===== config.mk =====
export PLATFORM = sky130hd
export DESIGN_NAME = p_int_acc
export DESIGN_NICKNAME = d
export VERILOG_FILES = /design/src/rtl/p_int_acc_pkg.sv /design/src/rtl/p_int_add.sv /design/src/rtl/p_int_acc.sv
export SDC_FILE = /design/constraint.sdc
export NUM_CORES = 1
export LEC_CHECK = 0
export ABC_CLOCK_PERIOD_IN_PS = 3040
export CORE_MARGIN = 2
export CORE_UTILIZATION = 49
export CTS_BUF_LIST = sky130_fd_sc_hd__clkbuf_2 sky130_fd_sc_hd__clkbuf_4 sky130_fd_sc_hd__clkbuf_8
export CTS_CLUSTER_DIAMETER = 60
export DETAILED_ROUTE_END_ITERATION = 12
export PLACE_DENSITY = 0.77
export SLEW_MARGIN = 15
export SYNTH_ARGS = -nofsm -noshare
export SYNTH_HDL_FRONTEND = slang
export SYNTH_HIERARCHICAL = 1
export SYNTH_SLANG_ARGS = --single-unit

===== constraint.sdc =====
create_clock -name clk -period 3.04 [get_ports clk]
set_clock_uncertainty 0.15 [all_clocks]
set_input_delay 0.608 -clock clk [delete_from_list [all_inputs] [get_ports clk]]
set_output_delay 0.608 -clock clk [all_outputs]
set_load 0.02 [all_outputs]

===== src/rtl/p_int_acc_pkg.sv =====
// Shared perceptron types: operand precision/signedness descriptor and accumulator FSM states.
// Also provides the DEF_DCONF_INT default descriptor (signed, 8-bit).
`ifndef DEF_DCONF_INT
`define DEF_DCONF_INT p_int_acc_pkg::dconf_t'{sgn: 1'b1, prec: 8'd8}
`endif

package p_int_acc_pkg;

  typedef struct packed {
    logic       sgn;
    logic [7:0] prec;
  } dconf_t;

  typedef enum logic {
    ST_ACC = 1'b0,
    ST_OUT = 1'b1
  } acc_state_t;

  function automatic int unsigned max_u(input int unsigned a, input int unsigned b);
    return (a > b) ? a : b;
  endfunction

endpackage


===== src/rtl/p_int_add.sv =====
// Combinational extend/add/bound step: in1 (accumulator, O_CONF) + in2 (operand, I_CONF).
// Out-of-range sums clamp when P_INT_ACC_SAT_EN is defined, otherwise wrap; ovf flags either case.
`ifndef DEF_DCONF_INT
`define DEF_DCONF_INT p_int_acc_pkg::dconf_t'{sgn: 1'b1, prec: 8'd8}
`endif

module p_int_add
  import p_int_acc_pkg::*;
#(
  parameter dconf_t I_CONF = `DEF_DCONF_INT,
  parameter dconf_t O_CONF = `DEF_DCONF_INT
) (
  input  logic [O_CONF.prec-1:0] in1,
  input  logic [I_CONF.prec-1:0] in2,
  output logic                   ovf,
  output logic [O_CONF.prec-1:0] out
);

  localparam int unsigned P  = int'(O_CONF.prec);
  localparam int unsigned IP = int'(I_CONF.prec);
  // Two guard bits over the wider operand so the raw sum never aliases.
  localparam int unsigned W  = max_u(P, IP) + 2;

  logic signed [W-1:0] a, b, s, lo, hi;

  always_comb begin
    if (O_CONF.sgn) a = {{(W-P){in1[P-1]}}, in1};
    else            a = {{(W-P){1'b0}}, in1};

    if (I_CONF.sgn) b = {{(W-IP){in2[IP-1]}}, in2};
    else            b = {{(W-IP){1'b0}}, in2};

    if (O_CONF.sgn) begin
      lo = {{(W-P+1){1'b1}}, {(P-1){1'b0}}};
      hi = {{(W-P+1){1'b0}}, {(P-1){1'b1}}};
    end else begin
      lo = '0;
      hi = {{(W-P){1'b0}}, {P{1'b1}}};
    end

    s   = a + b;
    ovf = (s < lo) || (s > hi);

`ifdef P_INT_ACC_SAT_EN
    if (s < lo)      out = lo[P-1:0];
    else if (s > hi) out = hi[P-1:0];
    else             out = s[P-1:0];
`else
    out = s[P-1:0];
`endif
  end

endmodule


===== src/rtl/p_int_acc.sv =====
// Handshaked integer accumulator: sums beats until in_last, then presents result/ovf/count.
// Step saturation is selected by P_INT_ACC_SAT_EN (wrap when undefined).
`ifndef DEF_DCONF_INT
`define DEF_DCONF_INT p_int_acc_pkg::dconf_t'{sgn: 1'b1, prec: 8'd8}
`endif

module p_int_acc
  import p_int_acc_pkg::*;
#(
  parameter dconf_t      I_CONF = `DEF_DCONF_INT,
  parameter dconf_t      O_CONF = `DEF_DCONF_INT,
  parameter int unsigned CNT_W  = 8
) (
  input  logic                   clk,
  input  logic                   reset_,
  input  logic                   in_valid,
  output logic                   in_ready,
  input  logic [I_CONF.prec-1:0] in_data,
  input  logic                   in_last,
  output logic                   out_valid,
  input  logic                   out_ready,
  output logic [O_CONF.prec-1:0] out_data,
  output logic                   out_ovf,
  output logic [CNT_W-1:0]       out_cnt
);

  acc_state_t state, state_nx;

  logic [O_CONF.prec-1:0] acc, sum;
  logic                   ovf, step_ovf;
  logic [CNT_W-1:0]       cnt;

  p_int_add #(
    .I_CONF(I_CONF),
    .O_CONF(O_CONF)
  ) u_add (
    .in1(acc),
    .in2(in_data),
    .ovf(step_ovf),
    .out(sum)
  );

  always_ff @(posedge clk) begin
    if (!reset_) state <= ST_ACC;
    else         state <= state_nx;
  end

  always_comb begin
    state_nx  = state;
    in_ready  = 1'b0;
    out_valid = 1'b0;
    case (state)
      ST_ACC: begin
        in_ready = 1'b1;
        if (in_valid && in_last) state_nx = ST_OUT;
      end
      ST_OUT: begin
        out_valid = 1'b1;
        if (out_ready) state_nx = ST_ACC;
      end
      default: state_nx = ST_ACC;
    endcase
  end

  always_ff @(posedge clk) begin
    if (!reset_) begin
      acc <= '0;
      ovf <= 1'b0;
      cnt <= '0;
    end else if (in_valid && in_ready) begin
      acc <= sum;
      ovf <= ovf | step_ovf;
      if (cnt != '1) cnt <= cnt + CNT_W'(1);
    end else if (out_valid && out_ready) begin
      acc <= '0;
      ovf <= 1'b0;
      cnt <= '0;
    end
  end

  assign out_data = acc;
  assign out_ovf  = ovf;
  assign out_cnt  = cnt;

endmodule


==> summary.md, run 1 <==
| Metric | Value |
|---|---|
| Fin crit period | `2.65 ns` |
| Routed WL | `roughly 2900 um` |
| Largest net degree at the start of global routing | `14` |
| Slew HR | `between 50% and 60%` |
| Chip width | `approximately 53 um` |
| Die area | `0.00276 mm2` |
| Vias in the first global route | `around 1000` |
| Layout area overhead | `33.4%` |
| FMAX | `~0.38 GHz` |
| P_sw | `0.214 mW` |
| RD Place Congestion | `0.840` |
| Internal power | `about 0.44 mW` |
| Post-CTS Setup Inserts | `0` |
| Hold WS | `between 0.3 and 0.4 ns` |
| Post-Synth XOR/XNOR Area | `about 4.6%` |
| Yosys cell types | `39` |
| Final instance area | `0.00154 mm2` |
| Placed instance area | `0.00150 mm2` |
| RSZ-0062 raised after global routing | `false` |
| Nets | `~190` |
| Die H | `52.5 um` |
| Synth Warn # | `6` |
| Rows | `17` |
| Net Sw Frac | `32.5%` |
| GR Overflow Total | `0` |
| Number of port buffers | `31` |
| Post-Layout Cell Count | `just under 200` |
| WL met2 | `around 1400 um` |
| Initial antenna violation count | `0` |
| Mapped Cells | `about 140` |
| Largest stage delay, worst path | `~0.43 ns` |
| WP data arrival | `2.75 ns` |
| Post-Syn Area | `about 0.0012 mm2` |
| Post-synth EDFFs | `0` |
| Critical Path Start Type | `input port` |
| Final core utilization | `a little under 70%` |
| # setup viols final | `0` |
| Final hold vios | `0` |
| WL/cell | `14.5 um` |
| Clock transition at the registers of the reported paths | `roughly 0.11 ns` |
| Pwr Total | `approximately 0.66 mW` |
| Initial DRC count | `27` |
| WP data required | `around 3.1 ns` |
| Main combinational cell family by area after synthesis | `compound AO/OA/AOI/OAI gates` |
| Post-synthesis sequential area ratio | `roughly 31%` |
| Top layer in use | `met4` |
| Worst slack, placed | `between 0.1 and 0.15 ns` |
| HP Class | `reg2reg` |
| Clock latency on the worst-skew pair | `0.30 ns` |
| # DRC | `0` |
| Post-synthesis compound-gate area fraction | `between 20% and 30%` |
| Detail Route Antenna Nets | `0` |
| Status | `completed` |
| CP Cell Sequence | `clkdlybuf4s50_1, ha_1, fa_1, a211oi_1, nor2_1, o21a_1, nor2_1, xnor2_1, a22oi_1, nor2b_1` |
| Longest Clk Path Bufs | `2` |
| HPWL Detailed | `about 2100 um` |
| Setup TNS | `0 ns` |
| M1 WL | `1320 um` |
| Synthesized net count | `roughly 160` |
| Vias/cell | `roughly 5.8` |
| Pwr/cell area | `about 430 mW/mm2` |
| First-pass GRT wire length | `around 4600 um` |
| # hold bufs at CTS | `0` |
| Crit path max fanout | `3` |
| DRT Pass-1 Iters | `4` |
| Post-Synth Adder-Cell Area | `between 10 and 15%` |
| Initial core utilization | `approximately 52%` |
| Clk root buf | `clkbuf_4` |
| LEAKAGE | `0.603 nW` |
| CTS tree | `done` |
| Clk sinks | `18` |
| Met3 WL | `about 150 um` |
| Share of layout cells above drive strength 1 | `7.10%` |
| Most used DFF post-synth | `dfxtp_1` |
| CORE AREA | `0.00221 mm2` |
| ANT cells | `0` |
| Multiplexer share of the synthesized area | `less than 1%` |
| Seq cells post-synth | `18` |
| Fin. max-slew vios | `0` |
| Vias | `between 1000 and 1500` |
| Critical path capture point type | `register` |
| Slew @ Worst Pin | `0.741 ns` |
| Comb pwr share | `between 30% and 40%` |
| CP most frequent cell | `nor2_1` |
| Max stage delay cell, worst path | `fa_1` |
| Post-synthesis average cell area | `roughly 8.6 um2` |
| Post-Place Cells | `between 150 and 200` |
| Clock power frac | `a little under a quarter` |
| CTS Buf Count | `3` |
| Max-cap viol count | `0` |
| Simple-gate share of the synthesized area | `a little under a quarter` |
| Post-synth ARST share | `0%` |
| Post-route setup slack | `0.387 ns` |
| Cts repair resizes | `0` |
| Final period utilization | `87.3%` |
| Peak VDD IR | `0.000349 V` |
| Crit Path Category | `in2reg` |
| H-tree levels | `1` |
| GR Util All Layers | `around 22%` |
| Reg power frac | `about two fifths` |
| Num ports | `32` |
==> placed cells by master, fill, tap and decap left out, types with 2 or more instances in the layout <==
| cell type | instances |
|---|---|
| nor2b_1 | 10 |
| o21a_1 | 2 |
| clkdlybuf4s50_1 | 31 |
| nor3_1 | 5 |
| o211ai_1 | 2 |
| nand3_1 | 4 |
| o221ai_1 | 2 |
| xnor2_1 | 5 |
| nand4_1 | 2 |
| a21o_1 | 4 |
| buf_4 | 3 |
| clkbuf_4 | 3 |
| nand2b_1 | 3 |
| ha_1 | 9 |
| nor2_1 | 7 |
| a22oi_1 | 9 |
| inv_1 | 2 |
| a21boi_0 | 2 |
| a21oi_1 | 5 |
| nand2_1 | 13 |
| dfxtp_1 | 18 |
| a31oi_1 | 2 |
| o21ai_2 | 2 |
| o21ai_0 | 7 |
==> synth_stat cells, types with 2 or more instances <==
master / n / area (um2)
a21o_1: 4 / 30.0
a22oi_1: 9 / 67.6
a31oi_1: 2 / 12.5
o211ai_1: 2 / 15.0
nor2b_1: 10 / 62.6
a21oi_1: 5 / 25.0
o21ai_0: 7 / 35.0
nand2b_1: 3 / 18.8
dfxtp_1: 18 / 360
o21ai_2: 2 / 17.5
ha_1: 9 / 113
nor3_1: 5 / 25.0
nand3_1: 4 / 20.0
nand4_1: 2 / 12.5
nand2_1: 13 / 48.8
a21boi_0: 2 / 15.0
nor2_1: 7 / 26.3
o221ai_1: 2 / 17.5
o21a_1: 2 / 15.0
xnor2_1: 5 / 43.8
inv_1: 2 / 7.51
clkbuf_1: 3 / 11.3
==> power groups by stage <==
stage | clock [mW] | combinational (mW) | sequential, mW
2_1_floorplan | 0 | 0.138 | 0.291
3_3_place_gp | 0 | 0.230 | 0.272
3_5_place_dp | 0 | 0.236 | 0.273
4_1_cts | 0.154 | 0.238 | 0.268
5_1_grt | 0.164 | 0.260 | 0.270
6_report | 0.152 | 0.239 | 0.268
==> kinds of logic (layout without fill, tap and decap cells) <==
logic type      count (synthesis)  count (layout)
flops                          18              18
mux                             1               1
xor+xnor                        6               6
buf+inv                         6              40
compound gates                 43              43
fa+ha+maj                      10              10
simple gates                   51              51
==> layout make-up <==
class                      instances  area, um2
multi-input combinational        111        768
fill                             196        672
sequential                        18        360
timing repair buffer              34        333
clock buffer                       4       36.3
tap                               28       35.0
inverter                           2       7.51
==> per-layer routing <==
metal | track usage [%] | up-vias
met2 | 37.7 | 36
met3 | 3.71 | 5
met5 | 0 | -
li1 | - | 569
met4 | 7.69 | 0
met1 | 28.1 | 542
==> worst max-delay path: cells and delay by family <==
| kind | cells | cell delay [ns] |
|---|---|---|
| AO/OA/AOI/OAI | 3 | 0.60 |
| buffers and inverters | 1 | 0.40 |
| adder cells (fa/ha/maj) | 2 | 0.65 |
| AND/OR/NAND/NOR | 3 | 0.37 |
| XOR/XNOR | 1 | 0.12 |
==> state kept, by name, indices dropped and copies added, names as in the netlist <==
signal,count
out_cnt,8
out_data,8
out_ovf,1
state,1
==> final timing paths <==
path,end,start,slack (ns),cells after the start
worst min register to register,out_cnt[3],out_cnt[3],0.36,1
worst max-delay path,out_data[6],in_data[0],0.39,10
worst min-delay path,out_cnt[3],out_cnt[3],0.36,1
worst max register to register,out_data[6],out_data[0],0.74,9
(Power assumes the default switching activity.)
==> inputs of run 2 (changes only) <==
--- a/config.mk
+++ b/config.mk
@@ -10,8 +10,10 @@
 export CORE_UTILIZATION = 49
 export CTS_BUF_LIST = sky130_fd_sc_hd__clkbuf_2 sky130_fd_sc_hd__clkbuf_4 sky130_fd_sc_hd__clkbuf_8
 export CTS_CLUSTER_DIAMETER = 60
+export CTS_CLUSTER_SIZE = 14
 export DETAILED_ROUTE_END_ITERATION = 12
 export PLACE_DENSITY = 0.77
+export REMOVE_ABC_BUFFERS = 1
 export SLEW_MARGIN = 15
 export SYNTH_ARGS = -nofsm -noshare
 export SYNTH_HDL_FRONTEND = slang
==> run 2 against run 1 <==
Net effect:
- global-route usage is 0.053 points lower
- sequential share of layout area is 0.21 points higher
- count of clock-buffer cells in the layout is 1 lower
- clock power is 18% lower
- critical path type unchanged
- largest cell class unchanged
- highest routed layer unchanged
==> summary.md, run 2 (synthesized netlist as in run 1, its figures left out) <==
| Metric | Value |
|---|---|
| Met3 WL | `119 um` |
| Num ports | `32` |
| Final hold vios | `0` |
| Multi-input logic area | `approximately 770 um2` |
| # hold bufs at CTS | `0` |
| ANT cells | `0` |
| Clock latency on the worst-skew pair | `0.29 ns` |
| HP Class | `reg2reg` |
| Largest net degree at the start of global routing | `18` |
| Detail Route Antenna Nets | `0` |
| Top layer in use | `met4` |
| # setup viols final | `0` |
| Vias in the first global route | `about 1100` |
| WP data required | `between 3 and 4 ns` |
| Vias | `about 1100` |
| Pwr/cell area | `about 410 mW/mm2` |
| Initial core utilization | `a little over half` |
| Clk sinks | `18` |
| GR Overflow Total | `0` |
| Clock transition at the registers of the reported paths | `~0.11 ns` |
| Layout area overhead | `32.2%` |
| Slew HR | `between 80% and 90%` |
| Setup TNS | `0 ns` |
| CTS Buf Count | `3` |
| GR Util All Layers | `approximately 22%` |
| Crit Path Category | `in2reg` |
| Peak VDD IR | `0.000303 V` |
| M1 WL | `1300 um` |
| Comb pwr share | `a little under two fifths` |
| Worst Reg-to-Reg Cells | `9` |
| # DRC | `0` |
| WL/cell | `approximately 14 um` |
| WL met2 | `1370 um` |
| Initial antenna violation count | `0` |
| CORE AREA | `between 0.002 and 0.0025 mm2` |
| Nets | `193` |
| First-pass GRT wire length | `4570 um` |
| Post-CTS Setup Inserts | `0` |
| Worst Hold Path Cells | `1` |
| Routed WL | `2810 um` |
| RSZ-0062 raised after global routing | `false` |
| Final period utilization | `a little over four fifths` |
| Longest Clk Path Bufs | `2` |
| Clock power frac | `between 10% and 20%` |
| DRT Pass-1 Iters | `4` |
| Most common cell after layout, fill and taps aside | `clkdlybuf4s50_1` |
| Crit path max fanout | `3` |
| Critical Path Start Type | `input port` |
| WP data arrival | `between 2 and 3 ns` |
| Rows | `17` |
| Max-cap viol count | `0` |
| LEAKAGE | `0.596 nW` |
| P_sw | `~0.21 mW` |
| Slew @ Worst Pin | `just under 0.3 ns` |
| Status | `completed` |
| Cts repair resizes | `0` |
| Reg area | `360 um2` |
| Commonest cells after routing, fill and taps aside | `clkdlybuf4s50_1 (31), dfxtp_1 (18), nand2_1 (13)` |
| FMAX | `just under 0.4 GHz` |
| Vias/cell | `~5.8` |
| Fin crit period | `2.58 ns` |
| Hold WS | `around 0.37 ns` |
| Critical path capture point type | `register` |
| Internal power | `about 0.42 mW` |
| Die H | `roughly 53 um` |
| Number of port buffers | `31` |
| Filler cells | `~180` |
| Die area | `0.00276 mm2` |
| RD Place Congestion | `0.845` |
| Reg power frac | `between 40% and 50%` |
| Net Sw Frac | `33.8%` |
| H-tree levels | `1` |
| HPWL Detailed | `around 2100 um` |
| CTS tree | `done` |
| Share of layout cells above drive strength 1 | `~6.5%` |
| Chip width | `approximately 53 um` |
| Initial DRC count | `20` |
| Clk root buf | `clkbuf_4` |
| Fin. max-slew vios | `0` |
-- run 2: final cells by class --
class                   count  area share [%]
multi-input cells         111            50.3
flip-flops and latches     18            23.6
repair buffers             34            21.8
well taps                  28            2.30
clock buffers               3            1.48
inverters                   2           0.492
-- run 2: worst max-delay path, cell delays in order --
cell and delay, ns:
clkdlybuf4s50_1 0.41, ha_1 0.21, fa_1 0.42, a211oi_1 0.29, nor2_1 0.11, o21a_1 0.18, nor2_1 0.11, xnor2_1 0.08
a22oi_1 0.16, nor2b_1 0.06
-- run 2: per-layer routing --
metal / global-route usage (%) / up-vias
li1: - / 567
met1: 28.1 / 537
met2: 38.3 / 28
met3: 3.43 / 4
met4: 6.41 / 0
met5: 0 / -
-- run 2: through the flow --
stage          utilization (%)  setup WS [ns]  instances  cell area, um2  power [mW]
5_1_grt                   69.0          0.331        196            1530       0.668
2_1_floorplan                -          0.719        131            1140       0.425
6_report                  69.0          0.458        196            1530       0.631
4_1_cts                   69.0          0.446        196            1530       0.632
3_3_place_gp              68.0          0.214        193            1500       0.505
3_5_place_dp              68.0          0.139        193            1500       0.511
-- run 2: path summary, 6_finish.rpt --
kind,startpoint,endpoint,slack (ns)
setup / recovery,in_data[0],out_data[6],0.46
hold / removal,out_cnt[6],out_cnt[6],0.37
setup reg to reg,out_data[0],out_data[6],0.82
hold reg to reg,out_cnt[6],out_cnt[6],0.37
-- run 2: power by group through the flow --
stage | Sequential (mW) | Combinational (mW) | Clock [mW]
2_1_floorplan | 0.291 | 0.134 | 0
3_3_place_gp | 0.273 | 0.232 | 0
3_5_place_dp | 0.273 | 0.238 | 0
4_1_cts | 0.268 | 0.239 | 0.124
5_1_grt | 0.271 | 0.262 | 0.134
6_report | 0.269 | 0.239 | 0.124
==> patch 1, RTL diff (flow settings as in run 1) <==
The parameter `CNT_W` goes from 8 to 12.
--- a/src/rtl/p_int_acc.sv
+++ b/src/rtl/p_int_acc.sv
@@ -11,3 +11,3 @@
   parameter dconf_t      O_CONF = `DEF_DCONF_INT,
-  parameter int unsigned CNT_W  = 8
+  parameter int unsigned CNT_W  = 12
 ) (
Ports: changed (resized out_cnt); port bits go from 32 to 36. No check against the original RTL was run, so the function may have changed too.
==> patch 1 against run 1 <==
Synthesized cell count grew 14%. Routed wire length grew 15%. Sequential cell count grew 4. Critical path depth is the same. Worst setup slack gained 0.17 ns. Area after synthesis grew 22%. Critical path type unchanged. Design area grew 17%. Total power grew 21%.
==> patch 1: results (changes against run 1) <==
- Status: finished, final reports clean (unchanged).
- The net count reported at finish was 214 (was 193).
- The endpoint arrival time on the critical path is 2.60 ns (was 2.75 ns).
- The highest ir drop seen on vdd came to 309 uV (was 349 uV).
- The final weighted congestion in routability-driven placement is 0.797 (was 0.840).
- The net switching power of the design is 265 uW (was 214 uW).
- The clock-pin slew on the worst setup and hold paths is 0.14 ns (was 0.11 ns).
- The flop-to-flop setup slack is 0.90 ns (was 0.74 ns).
- The number of fill cells in the layout is 237 (was 196).
- The maximum clock frequency is 0.403 GHz (was 0.377 GHz).
- The via count of the first global-routing pass came to 1287 (was 1041).
- The post-synth net total is 177 (was 158).
- The number of vias per cell after detailed routing is 6.14 (was 5.85).
- The total length of routed wires is 3300 um (was 2860 um).
- The placement-stage cell area is 0.00177 mm^2 (was 0.00150 mm^2).
- The post-detailed-route wirelength per cell was 14.9 um (was 14.5 um).
- The mean instance size in the synthesized netlist is 9.12 um^2 (was 8.55 um^2).
- The global-route total usage across every layer is 22.5% (was 22.2%).
- Commonest cells in the netlist: 22 x dfxtp_1, 15 x nand2_1, 9 x ha_1 (was 18 x dfxtp_1, 13 x nand2_1, 10 x nor2b_1).
- The first-pass GRT wire length is 5930 um (was 4550 um).
- The placement-stage worst setup slack is 0.217 ns (was 0.119 ns).
- The quantity of I/O buffers inserted on ports is 35 (was 31).
- The endpoint of the lowest-slack register-to-register path is out_ovf (was out_data[6]).
- The share of final-layout standard cells stronger than drive strength 1 is 12.1% (was 7.10%).
- The count of cell types in the netlist is 53 (was 39).
- Cell types with the largest area share after synthesis: dfxtp_1 31%, ha_1 8.0%, nand2_1 4.0% (was dfxtp_1 31%, ha_1 9.8%, a22oi_1 5.9%).
-- patch 1: layout make-up --
type	instances	area share, %
multi-input cells	124	50.5
flip-flops and latches	22	24.4
repair buffers	37	20.3
well taps	31	2.15
clock buffers	4	2.01
inverters	3	0.625
-- patch 1: worst min path at each step --
| stage | endpoint | slack (ns) |
|---|---|---|
| 2_1_floorplan | out_cnt[0] | 0.43 |
| 3_3_place_gp | out_data[7] | 0.34 |
| 3_5_place_dp | out_data[0] | 0.34 |
| 4_1_cts | out_data[0] | 0.38 |
| 5_1_grt | out_data[2] | 0.40 |
| 6_report | out_data[0] | 0.37 |
-- patch 1: metal layers --
layer / GRT usage (%) / vias up / wire (um)
met4: 7.31 / 0 / 33
met3: 2.72 / 4 / 166
met1: 31.0 / 640 / 1570
met5: 0 / - / 0
li1: - / 667 / -
met2: 36.7 / 47 / 1530
-- patch 1: power groups by stage --
stage	Sequential, uW	Combinational (uW)	Clock (uW)
2_1_floorplan	379	161	0
3_3_place_gp	351	280	0
3_5_place_dp	352	285	0
4_1_cts	346	286	169
5_1_grt	352	311	184
6_report	346	285	167
-- patch 1: cells by family after synthesis --
family          count (synthesis)  share of synthesized area, %
simple gates                   57                          23.2
buf+inv                         8                          3.83
flops                          22                          31.4
xor+xnor                        6                          3.74
compound gates                 49                          26.7
fa+ha+maj                      10                          9.45
mux                             2                          1.69
-- patch 1: worst max-delay path, delay by kind of cell --
family / cells / cell delay [ns]
AND/OR/NAND/NOR: 2 / 0.22
AO/OA/AOI/OAI: 5 / 0.72
adder cells (fa/ha/maj): 2 / 0.64
buffers and inverters: 1 / 0.40
==> patch 2, RTL diff (flow settings as in run 1) <==
Made on the original files. Register the output `out_cnt` once more, with the module's reset; this adds one clock of latency there. The other outputs are not delayed to match.
--- a/src/rtl/p_int_acc.sv
+++ b/src/rtl/p_int_acc.sv
@@ -82,3 +82,9 @@
   assign out_ovf  = ovf;
-  assign out_cnt  = cnt;
+  always_ff @(posedge clk) begin
+    if (!reset_) begin
+      out_cnt <= '0;
+    end else begin
+      out_cnt <= cnt;
+    end
+  end
 
Check against the original RTL: not equivalent (a bounded check fails within 4 cycles, from zero or initial values and one cycle with reset_ low).
==> patch 2 against run 1 <==
Total power rose by 29%. Die area increased by 22%. Sequential cell count up 8. Worst hold slack gained 0.028 ns. Area after synthesis grew 24%. Non-clock buffer count grew 1. Worst setup slack better by 0.15 ns. Critical endpoint unchanged. Core utilization down 3.2 points. Design area increased by 19%. Via count increased by 11%. Routed wire length rose by 9.7%. Critical path depth stayed put.
==> patch 2: results (changes against run 1) <==
- Status: finished, final reports clean (unchanged).
- The number of antenna violations at the first check in global routing is 0 (unchanged).
- The biggest cell delay along the critical path is 0.42 ns.
- The sequential element share of the synthesized area is 36.3% (was 31.2%).
- The hold-critical path depth is 2 (was 1).
- The final weighted congestion in routability-driven placement was 0.831 (was 0.840).
- The class of the worst hold path is reg -> reg (unchanged).
- The met1 global-route usage came to 25.9% (was 28.1%).
- The final HPWL from detailed placement was 2390 um (was 2120 um).
- The endpoint arrival time on the critical path is 2.59 ns (was 2.75 ns).
- The area fraction in compound gates after synthesis was 21.4% (was 26.2%).
- The largest net degree at the start of global routing is 16 (was 14).
- The first-pass GRT wire length is 5140 um (was 4550 um).
- The post-synth net total is 176 (was 158).
- The detailed-routed wire length on met3 came to 117 um (was 151 um).
- The share of final-layout standard cells stronger than drive strength 1 is 8.56% (was 7.10%).
- The DRC marker count from the first detailed-route iteration is 53 (was 27).
- The clock latency at the later pin of the worst-skew pair was 0.32 ns (was 0.30 ns).
- The net count reported at finish is 211 (was 193).
- The launch instance of the worst min-delay path is out_ovf (was out_cnt[3]).
- The highest ir drop seen on vdd came to 346 uV (was 349 uV).
- The flop-to-flop setup slack is 0.86 ns (was 0.74 ns).
- The via count of the first global-routing pass is 1197 (was 1041).
- The placement-stage cell area is 0.00178 mm^2 (was 0.00150 mm^2).
- The global-route total usage across every layer is 19.7% (was 22.2%).
- The power attributed to the clock group is 240 uW (was 152 uW).
- The sequential power share is 44.1% (was 40.7%).
- The count of cell types in the netlist was 47 (was 39).
- The amount of wire on met2 after detailed routing is 1510 um (was 1360 um).
- The met3 usage in global routing came to 2.90% (was 3.71%).
- The clock-pin slew on the worst setup and hold paths is 0.14 ns (was 0.11 ns).
- The internal power of the cells is 610 uW (was 444 uW).
- The end point of the worst hold path is out_ovf (was out_cnt[3]).
- The total power density per cell area is 465 mW/mm^2 (was 428 mW/mm^2).
- The worst-margin pin slew is 0.494 ns (was 0.741 ns).
- The cell with the largest stage delay on the worst path is fa_1 (unchanged).
==> patch 2: cell type report <==
type / count / area, um^2
Clock inverter: 1 / 30.0
Timing Repair Buffer: 35 / 340
Clock buffer: 3 / 22.5
Sequential cell: 26 / 520
Fill cell: 254 / 926
Multi-Input combinational cell: 119 / 868
Inverter: 3 / 11.3
Tap cell: 31 / 38.8
==> patch 2: kinds of logic (layout without fill, tap and decap cells) <==
logic type | after synthesis | count (layout)
simple gates | 59 | 59
compound gates | 40 | 40
flops | 26 | 26
fa+ha+maj | 10 | 10
buf+inv | 8 | 42
xor+xnor | 6 | 6
mux | 4 | 4
==> patch 2: per-stage QoR <==
step / hold WS [ns] / utilization (%) / instances / worst slack [ns]
finish: 0.389 / 66.4 / 218 / 0.532
global route: 0.420 / 66.4 / 218 / 0.438
CTS: 0.392 / 66.4 / 218 / 0.548
detailed placement: 0.357 / 64.5 / 214 / 0.208
global placement: 0.354 / 64.5 / 214 / 0.222
floorplan: 0.318 / - / 153 / 0.720
